File: config.mk
export PLATFORM = sky130hd
export DESIGN_NAME = elbeth_host_monitor
export DESIGN_NICKNAME = d
export VERILOG_FILES = /design/src/rtl/elbeth_host_pkg.sv /design/src/rtl/elbeth_sat_counter.sv /design/src/rtl/elbeth_host_monitor.sv
export SDC_FILE = /design/constraint.sdc
export NUM_CORES = 1
export LEC_CHECK = 0
export BUFFER_PORTS_ARGS = -buffer_cell sky130_fd_sc_hd__buf_2
export CORE_ASPECT_RATIO = 1.25
export CORE_UTILIZATION = 42
export CTS_CLUSTER_DIAMETER = 50
export DETAILED_ROUTE_END_ITERATION = 6
export PLACE_DENSITY = 0.71
export REMOVE_ABC_BUFFERS = 1
export SYNTH_ARGS = -nofsm -noshare
export SYNTH_HDL_FRONTEND = slang
export SYNTH_SLANG_ARGS = --single-unit
File: constraint.sdc
create_clock -name clk -period 5.5 [get_ports clk]
set_clock_uncertainty 0.05 [all_clocks]
set_input_delay 1.1 -clock clk [delete_from_list [all_inputs] [get_ports clk]]
set_output_delay 1.1 -clock clk [all_outputs]
set_load 0.02 [all_outputs]
File: src/rtl/elbeth_host_pkg.sv
// Shared definitions for the elbeth host monitor: state encoding, the
// to_host pass code and the widths of the status counters.
package elbeth_host_pkg;

    typedef enum logic [2:0] {
        ST_IDLE    = 3'd0,
        ST_RUN     = 3'd1,
        ST_PASS    = 3'd2,
        ST_FAIL    = 3'd3,
        ST_TIMEOUT = 3'd4
    } state_t;

    localparam logic [31:0] HOST_PASS_CODE = 32'd1;

    localparam int HOST_W      = 32;
    localparam int FAIL_CODE_W = 31;
    localparam int CYCLE_W     = 32;
    localparam int FETCH_W     = 32;
    localparam int PRINT_W     = 16;
    localparam int STALL_W     = 16;

    // Terminal states are held until reset.
    function automatic logic is_terminal(input state_t s);
        return (s == ST_PASS) || (s == ST_FAIL) || (s == ST_TIMEOUT);
    endfunction

endpackage

File: src/rtl/elbeth_sat_counter.sv
// Saturating up-counter with synchronous clear (clear wins over increment).
module elbeth_sat_counter #(
    parameter int WIDTH = 32
) (
    input  logic             clk,
    input  logic             rst,
    input  logic             clr,
    input  logic             inc,
    output logic [WIDTH-1:0] count
);

    localparam logic [WIDTH-1:0] ONE = WIDTH'(1);

    // Count qualifying cycles, sticking at all-ones instead of wrapping.
    always_ff @(posedge clk or posedge rst) begin
        // NOTE: sequential state uses non-blocking assignments so every flop
        // samples the pre-edge values regardless of statement order.
        if (rst) begin
            count <= '0;
        end else if (clr) begin
            count <= '0;
        end else if (inc && (count != '1)) begin
            count <= count + ONE;
        end
    end

endmodule

File: src/rtl/elbeth_host_monitor.sv
// End-of-test monitor: decodes the to_host termination convention into
// sticky pass/fail/timeout status and counts run cycles and fetches.
// Optional watchdog (stall and run-length limits) is built only when
// ELBETH_HOST_MONITOR_WATCHDOG_EN is defined; otherwise timeout is 0.
module elbeth_host_monitor
    import elbeth_host_pkg::*;
#(
    parameter logic [31:0] TIMEOUT_CYCLES = 32'd1_000_000,
    parameter logic [15:0] STALL_CYCLES   = 16'd1024
) (
    input  logic                   clk,
    input  logic                   rst,
    input  logic [HOST_W-1:0]      to_host,
    input  logic                   imem_en,
    input  logic                   imem_ready,
    output logic                   done,
    output logic                   pass,
    output logic                   fail,
    output logic                   timeout,
    output logic [FAIL_CODE_W-1:0] fail_code,
    output logic [PRINT_W-1:0]     print_count,
    output logic [CYCLE_W-1:0]     cycle_count,
    output logic [FETCH_W-1:0]     fetch_count
);

    state_t            state;
    state_t            next_state;
    logic [HOST_W-1:0] prev_to_host;
    logic              in_run;
    logic              fetch;
    logic              host_event;
    logic              pass_hit;
    logic              fail_hit;
    logic              print_hit;
    logic              timeout_hit;

    // Event qualification: a new nonzero to_host value seen while running.
    always_comb begin
        in_run     = (state == ST_RUN);
        fetch      = imem_en && imem_ready;
        host_event = in_run && (to_host != prev_to_host) && (to_host != '0);
        pass_hit   = host_event && (to_host == HOST_PASS_CODE);
        fail_hit   = host_event && to_host[0] && (to_host != HOST_PASS_CODE);
        print_hit  = host_event && !to_host[0];
    end

`ifdef ELBETH_HOST_MONITOR_WATCHDOG_EN
    logic [STALL_W-1:0] stall_cnt;

    elbeth_sat_counter #(.WIDTH(STALL_W)) u_stall_cnt (
        .clk   (clk),
        .rst   (rst),
        .clr   (fetch),
        .inc   (in_run && !fetch),
        .count (stall_cnt)
    );

    // Watchdog trips on a long fetch stall or on the run-length limit.
    always_comb begin
        timeout_hit = in_run &&
                      ((!fetch && (stall_cnt == STALL_CYCLES - 16'd1)) ||
                       (cycle_count == TIMEOUT_CYCLES - 32'd1));
    end
`else
    // Without the watchdog the monitor waits forever for a termination event.
    always_comb begin
        timeout_hit = 1'b0;
    end
`endif

    // Next-state decode; termination events take priority over the watchdog.
    always_comb begin
        // NOTE: next_state gets its default first so no path leaves it
        // unassigned, which would otherwise infer a latch.
        next_state = state;
        case (state)
            ST_IDLE: next_state = ST_RUN;
            ST_RUN: begin
                if (pass_hit) begin
                    next_state = ST_PASS;
                end else if (fail_hit) begin
                    next_state = ST_FAIL;
                end else if (timeout_hit) begin
                    next_state = ST_TIMEOUT;
                end
            end
            default: next_state = state;
        endcase
    end

    // State register, registered status flags and to_host history.
    always_ff @(posedge clk or posedge rst) begin
        if (rst) begin
            state        <= ST_IDLE;
            prev_to_host <= '0;
            done         <= 1'b0;
            pass         <= 1'b0;
            fail         <= 1'b0;
            timeout      <= 1'b0;
            fail_code    <= '0;
        end else begin
            state   <= next_state;
            done    <= is_terminal(next_state);
            pass    <= (next_state == ST_PASS);
            fail    <= (next_state == ST_FAIL);
            timeout <= (next_state == ST_TIMEOUT);
            // History stays 0 through IDLE so a value held across reset
            // release is still seen as an event in the first RUN cycle.
            if (state != ST_IDLE) begin
                prev_to_host <= to_host;
            end
            if (fail_hit) begin
                fail_code <= to_host[HOST_W-1:1];
            end
        end
    end

    elbeth_sat_counter #(.WIDTH(CYCLE_W)) u_cycle_cnt (
        .clk   (clk),
        .rst   (rst),
        .clr   (1'b0),
        .inc   (in_run),
        .count (cycle_count)
    );

    elbeth_sat_counter #(.WIDTH(FETCH_W)) u_fetch_cnt (
        .clk   (clk),
        .rst   (rst),
        .clr   (1'b0),
        .inc   (in_run && fetch),
        .count (fetch_count)
    );

    elbeth_sat_counter #(.WIDTH(PRINT_W)) u_print_cnt (
        .clk   (clk),
        .rst   (rst),
        .clr   (1'b0),
        .inc   (print_hit),
        .count (print_count)
    );

endmodule

==> metrics.md <==
| Metric | Value |
|---|---|
| Status | complete, no violations |
| Detailed Routing Iterations Pass 1 | 4 |
| Crit. End Element | flip-flop |
| Global placement routability congestion | ~0.79 |
| Slew HR | 0.341 |
| Register Area | 0.00375 sq mm |
| Non-Filler Instances | ~950 |
| Post-CTS Repair Setup Buffers | 0 |
| GR Overflow Total | 0 |
| Post-synthesis cell area | 0.00678 sq mm |
| Antenna violations before repair | 0 |
| # Max-Cap Violations | 0 |
| Hold Path Depth | 1 |
| Fin crit share | 0.542 |
| Minimum clock period | between 2 and 3 ns |
| Fin nets | between 700 and 800 |
| Boundary Pins | around 150 |
| Die area | about 0.017 sq mm |
| YS warnings | 0 |
| Initial Utilization | 0.432 |
| First-pass GRT wire length | approximately 25000 um |
| Crit Reg-Reg Endpoint | u_print_cnt.count[1] |
| Syn avg cell area | 12.0 sq um |
| CTS buffer count | 17 |
| Cts hold-fix bufs | 0 |
| Top cells by area, synth | dfrtp_1, mux2_2, xor2_1, xnor2_1, nand4_1 |
| Sequential area share after synthesis | 0.554 |
| Row count | a little over 50 |
| Seq cells post-synth | 150 |
| Area share of fa/ha/maj cells after synthesis | 0.00554 |
| Placed Cells incl. Taps | just over 900 |
| R2R depth | 5 |
| XOR/XNOR Fraction of Synth Area | 0.139 |
| Leak | a little under 0.004 uW |
| Predominant post-synthesis flop cell | dfrtp_1 |
| Worst Hold Class | flip-flop to flip-flop |
| VDD IR-drop max | 0.181 mV |
| Critical Path Source Type | input pin |
| Vias in the first global route | 4955 |
| Synth area leader | dfrtp_1 |
| Final instance area | between 0.008 and 0.009 sq mm |
| Largest family of logic cells by synthesized area | simple AND/OR/NAND/NOR gates |
| Pin count of the biggest net entering global routing | 114 |
| Drt initial violations | between 300 and 400 |
| Core area | 0.0157 sq mm |
| Endpoints failing hold | 0 |
| Diodes inserted | 0 |
| Cell count after synthesis | 563 |
| CP required | between 5 and 6 ns |
| Post-synth EDFFs | 0 |
| Post-Synth Simple-Gate Area | 0.159 |
| Skew-Pair Late Insertion Delay | around 0.43 ns |
| Clock Path Buffers | 2 |
| Achievable Freq | 336 MHz |
| Chip Height | 144 um |
| Async S/R FF share, synth | 1.00 |
| Final core occ | 0.533 |
| Critical R2R Launch | prev_to_host[19] |
| CTS tree | done |
| Wirelength per Cell | ~16 um |
| Layout cells sized above 1 | 0.358 |
| Total track usage | 0.194 |
| Clk slew on worst S/H paths | 0.06 ns |
| Port bufs | 150 |
| Max-slew violation count | 0 |
| Post-layout power | 2490 uW |
| Unrepaired setup endpoints after global routing | no |
| Area growth syn-to-layout | 23.5% |
| Mux cell area share after synthesis | 0.110 |
| Area post-placement | 0.00776 sq mm |
| Worst Hold Launch | u_fetch_cnt.count[10] |
| Worst slew pin tran | between 0.9 and 1 ns |
| CTS root buf | clkbuf_16 |
| Layout fillers | between 1000 and 1500 |
| Cell variety after synth | 45 |
| DP Wirelength | around 11000 um |
| Vias per std cell | roughly 5.1 |
| Final ANT Viol Nets | 0 |
| Final setup viols | 0 |
| WS Path Type | input pin to flip-flop |
| Hold Crit Endpoint | u_fetch_cnt.count[10] |
| Final WL | around 15000 um |
| Via count | ~4800 |
| Compound-Gate Fraction of Synth Area | 0.0146 |
| Drt drc | 0 |
| P per Cell Area | 298 mW/mm^2 |
| Crit-path max FO | 16 |
| Clock Sinks | 150 |
| Yosys top cell area share | 0.554 |
| DIE WIDTH | between 100 and 150 um |
| WP data arrival | 3.24 ns |
| CTS H-Tree Depth | 4 |
| Slack of the worst reg-to-reg path | about 2.9 ns |
| Area taken by multi-input logic gates | just under 0.003 sq mm |
| Setup TNS | 0 ns |
| Cts repair resizes | 0 |
==> cells in the mapped netlist, drive strengths merged, types with 2 or more instances <==
cell type / n
dfrtp: 150
buf: 6
ha: 3
xnor2: 49
nand4: 32
inv: 14
nor2: 30
xor2: 59
and3: 6
and4: 5
o21ai: 3
nand3: 32
and2: 3
nor3: 18
nor4: 23
nand2: 37
mux2: 66
clkbuf: 6
a21oi: 3
or2: 2
nand2b: 2
==> where the power goes <==
group / leakage (uW) / internal [uW] / switching (uW)
clock network: 0.000293 / 732 / 466
logic: 0.00172 / 53.2 / 87.6
registers: 0.00194 / 1130 / 21.1
total: 0.00395 / 1920 / 575
==> cell families (layout without fill, tap and decap cells) <==
kind of cell             Yosys count  in the layout
AO/OA/AOI/OAI                     13             13
adder cells (fa/ha/maj)            3              3
AND/OR/NAND/NOR                  197            197
XOR/XNOR                         108            108
buffers and inverters             26            198
multiplexers                      66             66
flip-flops                       150            150
==> cell usage in the layout, fill, tap and decap left out, drive strengths merged, types with 3 or more instances in the layout <==
cell,n
buf,153
dfrtp,150
mux2,66
xor2,59
xnor2,49
nand2,37
nand3,32
nand4,32
nor2,30
nor4,23
clkbuf,19
inv,18
nor3,18
and3,6
and4,5
and2,3
ha,3
clkinv,3
bufinv,3
a21oi,3
o21ai,3
==> area by class of cell <==
class                   instances  share of cell area
well taps                     212              0.0317
flip-flops and latches        150               0.448
repair buffers                153              0.0923
inverters                      14             0.00687
multi-input cells             387               0.348
clock buffers                  19              0.0529
clock inverters                12              0.0202
==> registers in the layout, indices dropped and copies added (netlist names) <==
register,flops
timeout,1
fail,1
u_cycle_cnt.count,32
pass,1
state,3
u_fetch_cnt.count,32
fail_code,31
u_print_cnt.count,16
done,1
prev_to_host,32
==> stage by stage <==
step	hold slack, ns	setup slack, ns
5_1_grt	0.454	2.50
3_3_place_gp	0.419	2.19
3_5_place_dp	0.422	2.18
6_report	0.440	2.52
2_1_floorplan	0.405	0.314
4_1_cts	0.437	2.63
==> metal layers <==
metal | vias to the layer above | wire length, um | GRT usage
li1 | 2302 | - | -
met3 | 18 | 685 | 0.0516
met4 | 0 | 218 | 0.0783
met5 | - | 0 | 0
met2 | 112 | 7490 | 0.319
met1 | 2416 | 6520 | 0.241
==> worst max-delay path by stage <==
stage	cells after the start	to	slack (ns)	start
after floorplan	1	done	0.31	rst
after global placement	6	u_print_cnt.count[1]	2.19	to_host[19]
after detailed placement	6	u_print_cnt.count[1]	2.18	to_host[19]
after CTS	8	fail_code[28]	2.63	to_host[19]
after global routing	6	u_print_cnt.count[1]	2.50	to_host[19]
final	6	u_print_cnt.count[1]	2.52	to_host[19]
==> critical path: stages <==
cell,delay (ns)
buf_2,0.12
xor2_1,0.16
nor4_1,0.52
nand4_1,0.27
o211ai_2,0.65
mux2_2,0.40
(Power assumes the default switching activity.)
